==> config.mk <==
export PLATFORM = sky130hd
export DESIGN_NAME = fp_normalize_seq
export DESIGN_NICKNAME = d
export VERILOG_FILES = /design/src/rtl/fp_normalize_seq.sv
export SDC_FILE = /design/constraint.sdc
export NUM_CORES = 1
export LEC_CHECK = 0
export CORE_MARGIN = 1
export CORE_UTILIZATION = 40
export CTS_BUF_LIST = sky130_fd_sc_hd__clkbuf_16
export DETAILED_ROUTE_END_ITERATION = 7
export PLACE_DENSITY = 0.66
export SKIP_LAST_GASP = 1
export SLEW_MARGIN = 15
export SYNTH_ARGS = -nofsm -noshare
export SYNTH_HDL_FRONTEND = slang
export SYNTH_SLANG_ARGS = --single-unit
==> constraint.sdc <==
create_clock -name clk -period 2.2 [get_ports clk]
set_clock_uncertainty 0.2 [all_clocks]
set_input_delay 0.44 -clock clk [delete_from_list [all_inputs] [get_ports clk]]
set_output_delay 0.44 -clock clk [all_outputs]
set_load 0.03 [all_outputs]
==> src/rtl/fp_normalize_seq.sv <==
// Multi-cycle post-add normalizer. It takes the raw {sign, exponent, carry+hidden+fraction}
// from the FP adder and moves the mantissa at most one bit per cycle until it is normalized.
// The result is a packed IEEE-754 single with overflow/underflow/zero flags, returned on a
// valid/ready handshake. Only one operation is in flight at a time.
//
// Ports:
//   clk, reset          clock; synchronous active-high reset
//   in_valid/in_ready   input handshake (in_ready is high only while idle)
//   in_sign/exp/mant    raw adder result; in_mant = {carry, hidden, fraction}
//   out_valid/out_ready output handshake
//   out_result          {sign, exp, frac}
//   out_flags           {overflow, underflow, zero}
module fp_normalize_seq #(
    parameter int unsigned EXP_W  = 8,
    parameter int unsigned FRAC_W = 23
) (
    input  logic                     clk,
    input  logic                     reset,
    input  logic                     in_valid,
    output logic                     in_ready,
    input  logic                     in_sign,
    input  logic [EXP_W-1:0]         in_exp,
    input  logic [FRAC_W+1:0]        in_mant,
    output logic                     out_valid,
    input  logic                     out_ready,
    output logic [EXP_W+FRAC_W:0]    out_result,
    output logic [2:0]               out_flags
);

    localparam int unsigned MANT_W = FRAC_W + 2;
    localparam int unsigned XEXP_W = EXP_W + 1;
    localparam int unsigned RES_W  = EXP_W + FRAC_W + 1;

    // Exponent is tracked one bit wider so increments past all-ones and decrements
    // below zero are visible instead of wrapping.
    localparam logic [XEXP_W-1:0] EXP_MAX = XEXP_W'({EXP_W{1'b1}});
    localparam logic [XEXP_W-1:0] EXP_ONE = XEXP_W'(1);

    typedef enum logic [1:0] {
        IDLE  = 2'd0,
        SHIFT = 2'd1,
        DONE  = 2'd2
    } state_t;

    state_t              state_q, state_d;
    logic                sign_q, sign_d;
    logic [XEXP_W-1:0]   exp_q, exp_d;
    logic [MANT_W-1:0]   mant_q, mant_d;
    logic [RES_W-1:0]    result_q, result_d;
    logic [2:0]          flags_q, flags_d;
    logic                in_ready_q, in_ready_d;
    logic                out_valid_q, out_valid_d;
    logic [XEXP_W-1:0]   exp_inc;

    assign exp_inc = exp_q + EXP_ONE;

    // State and datapath registers.
    always_ff @(posedge clk) begin
        if (reset) begin
            state_q     <= IDLE;
            sign_q      <= 1'b0;
            exp_q       <= '0;
            mant_q      <= '0;
            result_q    <= '0;
            flags_q     <= '0;
            in_ready_q  <= 1'b1;
            out_valid_q <= 1'b0;
        end else begin
            state_q     <= state_d;
            sign_q      <= sign_d;
            exp_q       <= exp_d;
            mant_q      <= mant_d;
            result_q    <= result_d;
            flags_q     <= flags_d;
            in_ready_q  <= in_ready_d;
            out_valid_q <= out_valid_d;
        end
    end

    // Next state and datapath: exactly one normalization action per SHIFT cycle.
    always_comb begin
        state_d  = state_q;
        sign_d   = sign_q;
        exp_d    = exp_q;
        mant_d   = mant_q;
        result_d = result_q;
        flags_d  = flags_q;
        unique case (state_q)
            IDLE: begin
                if (in_valid && in_ready_q) begin
                    sign_d  = in_sign;
                    exp_d   = XEXP_W'(in_exp);
                    mant_d  = in_mant;
                    flags_d = 3'b000;
                    state_d = SHIFT;
                end
            end
            SHIFT: begin
                if (exp_q == EXP_MAX) begin
                    result_d = {sign_q, EXP_MAX[EXP_W-1:0], FRAC_W'(0)};
                    flags_d  = 3'b100;
                    state_d  = DONE;
                end else if (mant_q == '0) begin
                    // Exact cancellation always yields +0.
                    result_d = '0;
                    flags_d  = 3'b001;
                    state_d  = DONE;
                end else if (mant_q[MANT_W-1]) begin
                    mant_d = mant_q >> 1;
                    exp_d  = exp_inc;
                    if (exp_inc >= EXP_MAX) begin
                        result_d = {sign_q, EXP_MAX[EXP_W-1:0], FRAC_W'(0)};
                        flags_d  = 3'b100;
                        state_d  = DONE;
                    end
                end else if (mant_q[FRAC_W]) begin
                    result_d = {sign_q, exp_q[EXP_W-1:0], mant_q[FRAC_W-1:0]};
                    state_d  = DONE;
                end else if (exp_q <= EXP_ONE) begin
                    // No denormal output: flush to signed zero.
                    result_d = {sign_q, (RES_W-1)'(0)};
                    flags_d  = 3'b011;
                    state_d  = DONE;
                end else begin
                    mant_d = mant_q << 1;
                    exp_d  = exp_q - EXP_ONE;
                end
            end
            DONE: begin
                if (out_ready) begin
                    state_d = IDLE;
                end
            end
            default: begin
                state_d = IDLE;
            end
        endcase
    end

    // Handshake outputs, registered from the upcoming state.
    always_comb begin
        in_ready_d  = 1'b0;
        out_valid_d = 1'b0;
        in_ready_d  = (state_d == IDLE);
        out_valid_d = (state_d == DONE);
    end

    assign in_ready   = in_ready_q;
    assign out_valid  = out_valid_q;
    assign out_result = result_q;
    assign out_flags  = flags_q;

endmodule

# Word-level counts from Yosys, hierarchy flattened
# Index checks and enable logic that the tools add are counted.
[classes]
addsub = 2
n_lt_le_gt_ge = 2
n_eq_ne = 13
n_mux = 37
n_reduce_logical = 11
[op_table]
columns = ["operator", "n"]
rows = [
  ["$mux 32", 6],
  ["$mux 25", 3],
  ["$mux 24", 3],
  ["$mux 9", 6],
  ["$pmux 25 s2", 1],
  ["$logic_not 25->1", 1],
  ["$mux 3", 7],
  ["$pmux 9 s2", 1],
  ["$mux 2", 8],
  ["$ne 5x5->1 const B", 3],
  ["$add 9x1->9 const B", 1],
  ["$eq 9x8->1 const B", 1],
  ["$ge 9x8->1 const B", 1],
  ["$le 9x1->1 const B", 1],
  ["$sub 9x1->9 const B", 1],
  ["$ne 2x2->1 const B", 3],
  ["$ne 3x3->1 const B", 2],
  ["$pmux 2 s3", 1],
  ["$pmux 3 s2", 1],
  ["$reduce_and 6->1", 1],
  ["$reduce_and 5->1", 1],
  ["$reduce_bool 5->1", 1],
  ["$eq 2x2->1 const B", 2],
  ["$logic_not 2->1", 2],
  ["other kinds (7)", 7],
]
[word_totals]
regBits = 74
in_bits = 38
output_inout_bits = 37
word_cells = 74

# Depth between registers and ports, before layout
# Gate-level depths: netlist of run 1.
[logic_depth]
ltp_word = 8
ltp_mapped = 10
mapped_depth_nobuf = 7

# Worst setup path after synthesis of run 1
# OpenSTA, ideal clock, no wires.
[synth_path]
kind = "reg2reg"
startpoint = "register exp_q[4]"
endpoint = "register result_q[0], in the netlist out_result[0]"
setup_ns = 0.072
arrival_ns = 2.081
required_ns = 1.928
slack_ns = -0.153
path_stages_with_launch = 10
path_buffers = 2
synth_period_minus_slack_ns = 2.353
cell_sequence = "dfxtp_1 buf_2 and4_1 and4_1 ha_1 nor2_1 o2111a_1 clkbuf_1 nand2_1 mux2i_1"
[synth_between]
elab_chain_cells = 4
elab_cells_between_ends = 8
classes_between = "add/sub: 1; order compare: 2; eq/ne: 2; mux: 1; reduce/logical: 2"
[synth_lines]
columns = ["element", "line", "text"]
rows = [
  ["from (decl)", "47", "logic [XEXP_W-1:0] exp_q, exp_d;"],
  ["from (signal assigned)", "71", "exp_q <= exp_d;"],
  ["$add 9x1->9", "55", "assign exp_inc = exp_q + EXP_ONE;"],
  ["$ge 9x8->1", "111", "if (exp_inc >= EXP_MAX) begin"],
  ["$ne 4x1->1 (no source line)", "-", ""],
  ["$reduce_and 3->1 (no source line)", "-", ""],
  ["to (signal assigned)", "73", "result_q <= result_d;"],
  ["to (decl)", "49", "logic [RES_W-1:0] result_q, result_d;"],
]
# Several ways; a longest one is shown, not always the timed one.
# A chain may end at the register's enable or synchronous reset.

# Worst setup path after layout of run 1
[layout_path]
startpoint = "register exp_q[1]"
endpoint = "register state_q[0]"
[layout_between]
elab_chain_cells = 7
elab_cells_between_ends = 11
classes_between = "add/sub: 1; order compare: 2; eq/ne: 1; mux: 7"
[layout_lines]
columns = ["element", "line", "text"]
rows = [
  ["$add 9x1->9 / $le 9x1->1 (equally long branches)", "55, 119", ""],
  ["$ge 9x8->1 / $mux 2 (equally long branches)", "111, 119", ""],
  ["$mux 2 (on tied branches)", "111, 116", ""],
  ["$mux 2", "108", "end else if (mant_q[MANT_W-1]) begin"],
  ["$mux 2", "103", "end else if (mant_q == '0) begin"],
  ["$mux 2 *", "99", "if (exp_q == EXP_MAX) begin"],
  ["$pmux 2 s3 *", "88", "unique case (state_q)"],
  ["to (signal assigned)", "69", "state_q <= state_d;"],
  ["to (decl)", "45", "state_t state_q, state_d;"],
]
# Every way passes the cells marked *; elsewhere a longest branch is shown, timed or not.

==> results_dict.tcl, run 1 <==
set metrics [dict create \
    status "complete, but fails checks" \
    violations "negative setup slack" \
    clk_latency_ns 0.34 \
    drc 0 \
    synth_cell_types 61 \
    cp_max_fo 4 \
    start_util 0.410 \
    synth_nets 568 \
    grt_max_degree 58 \
    setup_viol 36 \
    synthesis.area_um2 4210 \
    synth_edf_count 0 \
    ant_nets 0 \
    dieArea_um2 10900 \
    final_area_um2 6810 \
    holdCritPathClass "reg -> reg" \
    cts_sinks 74 \
    hpwl_um 9190 \
    netlist.area_leader.share 0.352 \
    ys_ff_latch 74 \
    fp-row-count 37 \
    p_int_w 0.00647 \
    ios 75 \
    finalMaxSlewViolations 0 \
    drt_iter0_markers 332 \
    areaGrowthSynthToFinish_pct 61.7 \
    hold_violations 0 \
    clk_pin_slew_ns 0.06 \
    postLayoutSetupSlackWorst_ns -0.0690 \
    dp_worst_setup_slack_ns -0.173 \
    layout-drive-gt1-share 0.305 \
    critPathKind "reg -> reg" \
    worstHoldStart "out_result[15]$_SDFFE_PP0P_" \
    reg2reg_depth 8 \
    rrSetupSlack_ns -0.07 \
    pwr-share-clk 0.160 \
    gp_congestion 0.884 \
    ys_top_cells_by_area "dfxtp_1, mux2i_1, nand2_1" \
    rsz0062_at_grt "true" \
    grt_usage 0.258 \
    sequentialPowerShare 0.184 \
    route.vias.total 4799 \
    yosysMostFrequentCell "dfxtp_1" \
    cts.htree.levels 3 \
    dpl-instance-area_um2 5550 \
    grt_pass1_wl_um 23000 \
    place_inst 760 \
    dr.pass1.iters 5 \
    finalNetCount 704 \
    worst_slew_pin_slew_ns 0.746 \
    die_y_um 105 \
    ir_worst_vdd_uv 966 \
    finalSetupTns_ns -1.14 \
    cts_tree "done" \
    comb_power_share 0.656 \
    fin_crit_ns 2.27 \
    fin_crit_sh 1.03 \
    n_antenna_cell 0 \
    ys_seq_area_frac 0.352 \
    core_um2 10300 \
    p_sw_w 0.00498 \
    drt_wl_total_um 15500 \
    max_stage_delay_ns 0.49 \
    max_freq_mhz 441 \
    die_w_um 105 \
    yosysTopAreaCell "dfxtp_1" \
    synth_commonest_cells "dfxtp_1, nand2_1, a21oi_1, o21ai_0, nor2_1" \
    cts.path.max_buffers 2 \
    fillers 837 \
    whs_path_depth 2 \
    crit_path_end_kind "flop" \
    start_kind "flop" \
    cts_made_buffers 9 \
    critPathSlowestCell "or4b_4" \
    power_density_nw_per_um2 1680 \
    slew_headroom 0.503 \
    holdPathEnd "out_result[15]$_SDFFE_PP0P_" \
    path_cells "inv_4, ha_1, o21bai_4, a41oi_4, buf_12, nor2_1, or4b_4, a211oi_2" \
    cp.arrival_ns 2.33 \
    grt_pass1_vias 4638 \
    r2r-end "state_q[0]$_SDFF_PP0_" \
    r2r-start "exp_q[1]$_SDFFE_PP0P_" \
    io_buffers 74 \
    wl_per_cell_um 19.4 \
    cts_root_buffer "clkbuf_16" \
    avgViaCountPerCell 5.99 \
    synthCells 525 \
    async_flop_share 0 \
    grt_overflow_total 0 \
    syn_avg_cell_area_um2 8.02 \
    p_leak_nw 2.61 \
    hold_buffers 0 \
    layout.cells.non_filler 801 \
    required_ns 2.26 \
    synth-warning-count 0 \
    antenna_found_initial 0 \
    synth-main-ff-cell "dfxtp_1" \
    p_sw_frac 0.435 \
    maxCapViolations 0 \
]
-- cells in the final DEF (no fill, tap or decap), drive strengths merged, types with 13 or more instances in the layout --
master         count
mux2i             28
clkbuf            13
inv               22
nand3             20
buf               99
clkdlybuf4s50     73
dfxtp             74
nand2             67
o31ai             21
nor2              29
o21ai             31
a21oi             48
-- state kept, by name (all words and copies together), names as in the netlist --
register	count
state_q	2
in_ready	1
sign_q	1
out_result	32
mant_q	25
out_flags	3
out_valid	1
exp_q	9
-- worst max-delay path: cells and delay by family (launching register included) --
kind                       cells  cell delay [ns]
DFF                            1             0.39
AOI/OAI and AO/OA              3             0.70
and+or+nand+nor                2             0.53
adders and majority gates      1             0.18
buffers and inverters          2             0.21
-- routing by layer --
metal,GRT usage,up-vias,wire length (um)
met1,0.331,2316,6410
met3,0.0393,39,1010
met4,0.0946,0,349
met5,0,-,0
li1,-,2222,-
met2,0.436,222,7760
-- power groups by stage --
stage	sequential, W	combinational, W	clock, W
after detailed placement	0.00206	0.00528	0
after global placement	0.00205	0.00522	0
after floorplan	0.00221	0.00315	0
final	0.00211	0.00751	0.00183
after global routing	0.00215	0.00795	0.00190
after CTS	0.00208	0.00575	0.00184
-- repair_timing --
item / in CTS / in global routing
buffers inserted: 10 / 8
pin swaps: 9 / 34
cloned: 2 / 7
resized for setup: 27 / 86
setup endpoints to repair: 67 / 68
hold endpoints to repair: 0 / 0
-- metrics by stage --
| stage | util | hold slack, ns | power [W] |
|---|---|---|---|
| 2_1_floorplan | - | 0.248 | 0.00535 |
| 3_3_place_gp | 0.540 | 0.245 | 0.00727 |
| 3_5_place_dp | 0.540 | 0.253 | 0.00734 |
| 4_1_cts | 0.599 | 0.261 | 0.00967 |
| 5_1_grt | 0.663 | 0.280 | 0.0120 |
| 6_report | 0.663 | 0.259 | 0.0115 |
-- layout make-up --
class | instances | area [um2] | share of cell area
sequential | 74 | 1500 | 0.220
clock buffer | 9 | 225 | 0.0331
multi-input combinational | 378 | 2910 | 0.427
tap | 136 | 170 | 0.0250
timing repair buffer | 177 | 1790 | 0.263
clock inverter | 6 | 138 | 0.0202
inverter | 21 | 83.8 | 0.0123
-- cells by family after synthesis --
kind of cell | count (synthesis) | share of synthesized area
muxes | 28 | 0.0665
adders and majority gates | 5 | 0.0149
AOI/OAI and AO/OA | 177 | 0.287
buffers and inverters | 73 | 0.0802
xor gates and xnor gates | 4 | 0.00832
and+or+nand+nor | 164 | 0.192
DFF | 74 | 0.352
-- worst max path at each step --
stage                               start                     endpoint  slack (ns)  cells after the start
finish              exp_q[1]$_SDFFE_PP0P_        state_q[0]$_SDFF_PP0_       -0.07                      8
global route        exp_q[7]$_SDFFE_PP0P_   out_result[3]$_SDFFE_PP0P_       -0.15                      9
CTS                 exp_q[0]$_SDFFE_PP0P_  out_result[20]$_SDFFE_PP0P_       -0.03                      9
detailed placement               in_valid        exp_q[1]$_SDFFE_PP0P_       -0.17                      7
global placement                 in_valid       mant_q[5]$_SDFFE_PP0P_       -0.12                      8
floorplan           exp_q[1]$_SDFFE_PP0P_        state_q[0]$_SDFF_PP0_        0.01                      7
No activity file was read; power rests on OpenSTA's default activity.
==> run 2: changes to the inputs <==
Settings changed: CELL_PAD_IN_SITES_DETAIL_PLACEMENT set to 0, CELL_PAD_IN_SITES_GLOBAL_PLACEMENT set to 2, CORE_UTILIZATION 40 to 33, PLACE_DENSITY 0.66 to unset, PLACE_DENSITY_LB_ADDON set to 0.1.
Clock period 2.2 ns to 2.7 ns, I/O delays scaled along.
==> results_dict.tcl, run 2 (synthesis results as in run 1) <==
set metrics [dict create \
    avgViaCountPerCell 5.57 \
    required_ns 2.74 \
    hold_violations 0 \
    cp_max_fo 9 \
    die_y_um 115 \
    slew_headroom 0.637 \
    critPathKind "reg -> reg" \
    hold_buffers 0 \
    start_util 0.345 \
    p_leak_nw 2.07 \
    fillers 1293 \
    grt_usage 0.219 \
    whs_path_depth 2 \
    status "complete, no violations" \
    fin_crit_sh 0.951 \
    mostFrequentLayoutCell "clkdlybuf4s50_1" \
    fin_crit_ns 2.57 \
    grt_pass1_vias 4048 \
    dr_wl_met2_um 6330 \
    cts.htree.levels 3 \
    finalNetCount 645 \
    core_um2 12200 \
    crit_path_end_kind "flop" \
    max_freq_mhz 390 \
    clk_pin_slew_ns 0.06 \
    ir_worst_vdd_uv 451 \
    io_buffers 74 \
    worstHoldStart "out_result[19]$_SDFFE_PP0P_" \
    crit_start "exp_q[0]$_SDFFE_PP0P_" \
    layout_common_cells "clkdlybuf4s50_1, dfxtp_1, nand2_1" \
    final_core_utilization 0.455 \
    antenna_found_initial 0 \
    power_density_nw_per_um2 1240 \
    postLayoutSetupSlackWorst_ns 0.133 \
    cp.arrival_ns 2.61 \
    start_kind "flop" \
    dieArea_um2 13200 \
    worst_slew_pin_slew_ns 0.531 \
    largest_reg_flops 32 \
    reg2reg_depth 7 \
    layout-drive-gt1-share 0.122 \
    rsz0062_at_grt "false" \
    ios 75 \
    holdCritPathClass "reg -> reg" \
    cts_root_buffer "clkbuf_16" \
    holdPathEnd "out_result[19]$_SDFFE_PP0P_" \
    fp-row-count 40 \
    rrSetupSlack_ns 0.13 \
    ant_nets 0 \
    r2r-start "exp_q[0]$_SDFFE_PP0P_" \
    dr.pass1.iters 5 \
    grt_max_degree 58 \
    cts_sinks 74 \
    maxCapViolations 0 \
    cts.path.max_buffers 2 \
    grt_overflow_total 0 \
    top_layer "met4" \
    grt_pass1_wl_um 22200 \
    wl_met3_um 759 \
    cts_tree "done" \
    drt_iter0_markers 230 \
    die_w_um 115 \
    wl_met1_um 6640 \
    cts_made_buffers 9 \
    areaGrowthSynthToFinish_pct 31.8 \
    drt_wl_total_um 14000 \
    dp_worst_setup_slack_ns -0.0292 \
    setup_viol 0 \
    gp_congestion 0.906 \
    wl_per_cell_um 18.0 \
    finalMaxSlewViolations 0 \
    route.vias.total 4320 \
    r2r-end "state_q[0]$_SDFF_PP0_" \
    drc 0 \
    clk_latency_ns 0.33 \
    n_antenna_cell 0 \
    hpwl_um 9900 \
]
[run 2: cell count changes in the layout (fill, tap and decap cells not counted), moves of 6 or more]
cell	change
o2111ai_1	+8
buf_12	-7
nand3_1	+7
buf_4	-35
dfxtp_1	+6
buf_6	-9
o32ai_2	-6
o32ai_1	+7
o31ai_1	+7
[run 2: layer usage]
| layer | track usage | vias up |
|---|---|---|
| met1 | 0.304 | 2066 |
| met2 | 0.339 | 135 |
| met3 | 0.0353 | 18 |
| met5 | 0 | - |
| met4 | 0.0848 | 0 |
| li1 | - | 2101 |
[run 2: worst max path at each step]
stage	depth (start not counted)	slack [ns]	endpoint
finish	7	0.13	state_q[0]$_SDFF_PP0_
global route	8	0.02	mant_q[4]$_SDFFE_PP0P_
CTS	7	0.08	state_q[0]$_SDFF_PP0_
detailed placement	7	-0.03	mant_q[4]$_SDFFE_PP0P_
global placement	7	0.08	exp_q[0]$_SDFFE_PP0P_
floorplan	9	0.35	out_result[0]$_SDFFE_PP0P_
[run 2: critical path, cell delays in order, from the launching register on]
cell and delay [ns]:
dfxtp_2 0.37, ha_1 0.28, and4_1 0.22, ha_1 0.28, nor2b_1 0.21, o21ai_0 0.17
or4b_1 0.54, a211oi_1 0.22
[run 2: repair_timing]
item	in CTS	in global routing
pin swaps	0	2
resized for setup	1	3
endpoints found under the hold margin	0	0
endpoints found under the setup margin	8	33
setup buffers	0	2
[run 2: cell type report]
class                   count  area [um2]  area share
flip-flops and latches     74        1480       0.267
well taps                 168         210      0.0378
clock inverters             7        36.3     0.00653
clock buffers               9         225      0.0405
repair buffers            118        1100       0.199
multi-input cells         378        2420       0.435
inverters                  21        78.8      0.0142
[run 2: through the flow]
step | total power, W | hold WS, ns | std cells | setup TNS [ns] | area (um2)
6_report | 0.00687 | 0.254 | 775 | 0 | 5550
5_1_grt | 0.00734 | 0.270 | 775 | 0 | 5550
4_1_cts | 0.00683 | 0.258 | 773 | 0 | 5530
3_5_place_dp | 0.00572 | 0.250 | 757 | -0.0292 | 5260
3_3_place_gp | 0.00571 | 0.245 | 757 | 0 | 5260
2_1_floorplan | 0.00431 | 0.248 | 525 | 0 | 4210
[run 2: power by group]
part	leakage [nW]	internal [W]	switching (W)	total [W]
clock	0.125	0.000609	0.000469	0.00108
combinational	1.34	0.00160	0.00242	0.00402
sequential	0.605	0.00141	0.000365	0.00177
==> run 3: changes to the inputs <==
Settings changed: PLACE_DENSITY set to 0.83, PLACE_DENSITY_LB_ADDON 0.1 to unset.
==> results_dict.tcl, run 3 (synthesis results as in run 1) <==
set metrics [dict create \
    grt_max_degree 58 \
    drc 0 \
    hold_buffers 0 \
    layout.cells.non_filler 768 \
    ios 75 \
    hpwl_um 9330 \
    cp.arrival_ns 2.58 \
    critical-path-top-cell-by-count "ha_1" \
    io_buffers 74 \
    cts_root_buffer "clkbuf_16" \
    cp_max_fo 6 \
    start_util 0.345 \
    n_antenna_cell 0 \
    max_freq_mhz 395 \
    drt_iter0_markers 311 \
    grt_pass1_wl_um 21500 \
    fp-row-count 40 \
    fin_crit_sh 0.937 \
    dr.pass1.iters 5 \
    holdCritPathClass "reg -> reg" \
    rrSetupSlack_ns 0.17 \
    areaGrowthSynthToFinish_pct 30.4 \
    place_inst 755 \
    finalMaxSlewViolations 0 \
    gp_congestion 0.858 \
    setup_viol 0 \
    clk_pin_slew_ns 0.06 \
    wl_per_cell_um 17.2 \
    drt_wl_total_um 13200 \
    multi_input_area_um2 2410 \
    power_density_nw_per_um2 1220 \
    fin_crit_ns 2.53 \
    critPathSlowestCell "or4b_1" \
    grt_overflow_total 0 \
    antenna_found_initial 0 \
    ir_worst_vdd_uv 527 \
    grt_usage 0.206 \
    hold_violations 0 \
    layout_common_cells "dfxtp_1, clkdlybuf4s50_1, nand2_1" \
    cts_sinks 74 \
    worst_slew_pin_slew_ns 0.649 \
    status "complete, no violations" \
    ant_nets 0 \
    core_um2 12200 \
    clk_latency_ns 0.33 \
    cts_tree "done" \
    start_kind "flop" \
    layout-drive-gt1-share 0.108 \
    max_stage_delay_ns 0.52 \
    dieArea_um2 13200 \
    finalSetupTns_ns 0 \
    ff_latch_area_um2 1480 \
    largest_reg_flops 32 \
    avgViaCountPerCell 5.57 \
    grt_pass1_vias 4071 \
    die_y_um 115 \
    die_w_um 115 \
    cts_made_buffers 9 \
    cts_setup_buffers 0 \
    fillers 1258 \
    slew_headroom 0.567 \
    finalNetCount 641 \
    route.vias.total 4279 \
    rsz0062_at_grt "false" \
    crit_path_end_kind "flop" \
    cts.path.max_buffers 2 \
    maxCapViolations 0 \
    critPathKind "reg -> reg" \
    cts.htree.levels 3 \
    path_cells "ha_1, and4_1, ha_1, nor2b_1, o21ai_0, or4b_1, a211oi_1" \
    required_ns 2.75 \
    p_leak_nw 2.05 \
]
[run 3: power breakdown]
part	total [W]	internal (W)	switching [W]
clock	0.00103	0.000595	0.000439
sequential	0.00176	0.00140	0.000353
combinational	0.00391	0.00158	0.00233
total	0.00670	0.00358	0.00312
[run 3: through the flow]
step | worst slack [ns] | instance area [um2] | hold slack (ns) | power [W] | utilization
global route | 0.0270 | 5490 | 0.268 | 0.00716 | 0.450
finish | 0.170 | 5490 | 0.255 | 0.00670 | 0.450
floorplan | 0.347 | 4210 | 0.248 | 0.00431 | -
detailed placement | 0.108 | 5250 | 0.251 | 0.00565 | 0.430
global placement | 0.142 | 5250 | 0.244 | 0.00563 | 0.430
CTS | 0.170 | 5490 | 0.259 | 0.00669 | 0.449
[run 3: worst paths after layout]
check / end / depth (start not counted) / from
max: state_q[0]$_SDFF_PP0_ / 7 / exp_q[0]$_SDFFE_PP0P_
min: out_result[20]$_SDFFE_PP0P_ / 2 / out_result[20]$_SDFFE_PP0P_
max reg2reg: state_q[0]$_SDFF_PP0_ / 7 / exp_q[0]$_SDFFE_PP0P_
min reg2reg: out_result[20]$_SDFFE_PP0P_ / 2 / out_result[20]$_SDFFE_PP0P_
[run 3: area by class of cell]
type / instances / share of cell area
clock buffers: 9 / 0.0410
inverters: 21 / 0.0143
well taps: 168 / 0.0383
flip-flops and latches: 74 / 0.270
repair buffers: 114 / 0.195
multi-input cells: 378 / 0.438
clock inverters: 4 / 0.00296
[run 3: repair_timing]
| item | in CTS | in global routing |
|---|---|---|
| setup endpoints to repair | 0 | 3 |
| gates resized for setup | 0 | 1 |
| endpoints found under the hold margin | 0 | 0 |
[run 3: routing by layer]
layer | up-vias | share of wire | global-route usage
li1 | 2085 | - | -
met2 | 106 | 0.47 | 0.331
met4 | 0 | 0.011 | 0.0589
met5 | - | 0 | 0
met1 | 2076 | 0.48 | 0.282
met3 | 12 | 0.042 | 0.0369
[run 3: worst max-delay path: cells and delay by family, from the launching register on]
kind	cells	cell delay, ns
AND/OR/NAND/NOR	3	0.95
AO/OA/AOI/OAI	2	0.34
flip-flops	1	0.36
adder cells (fa/ha/maj)	2	0.58
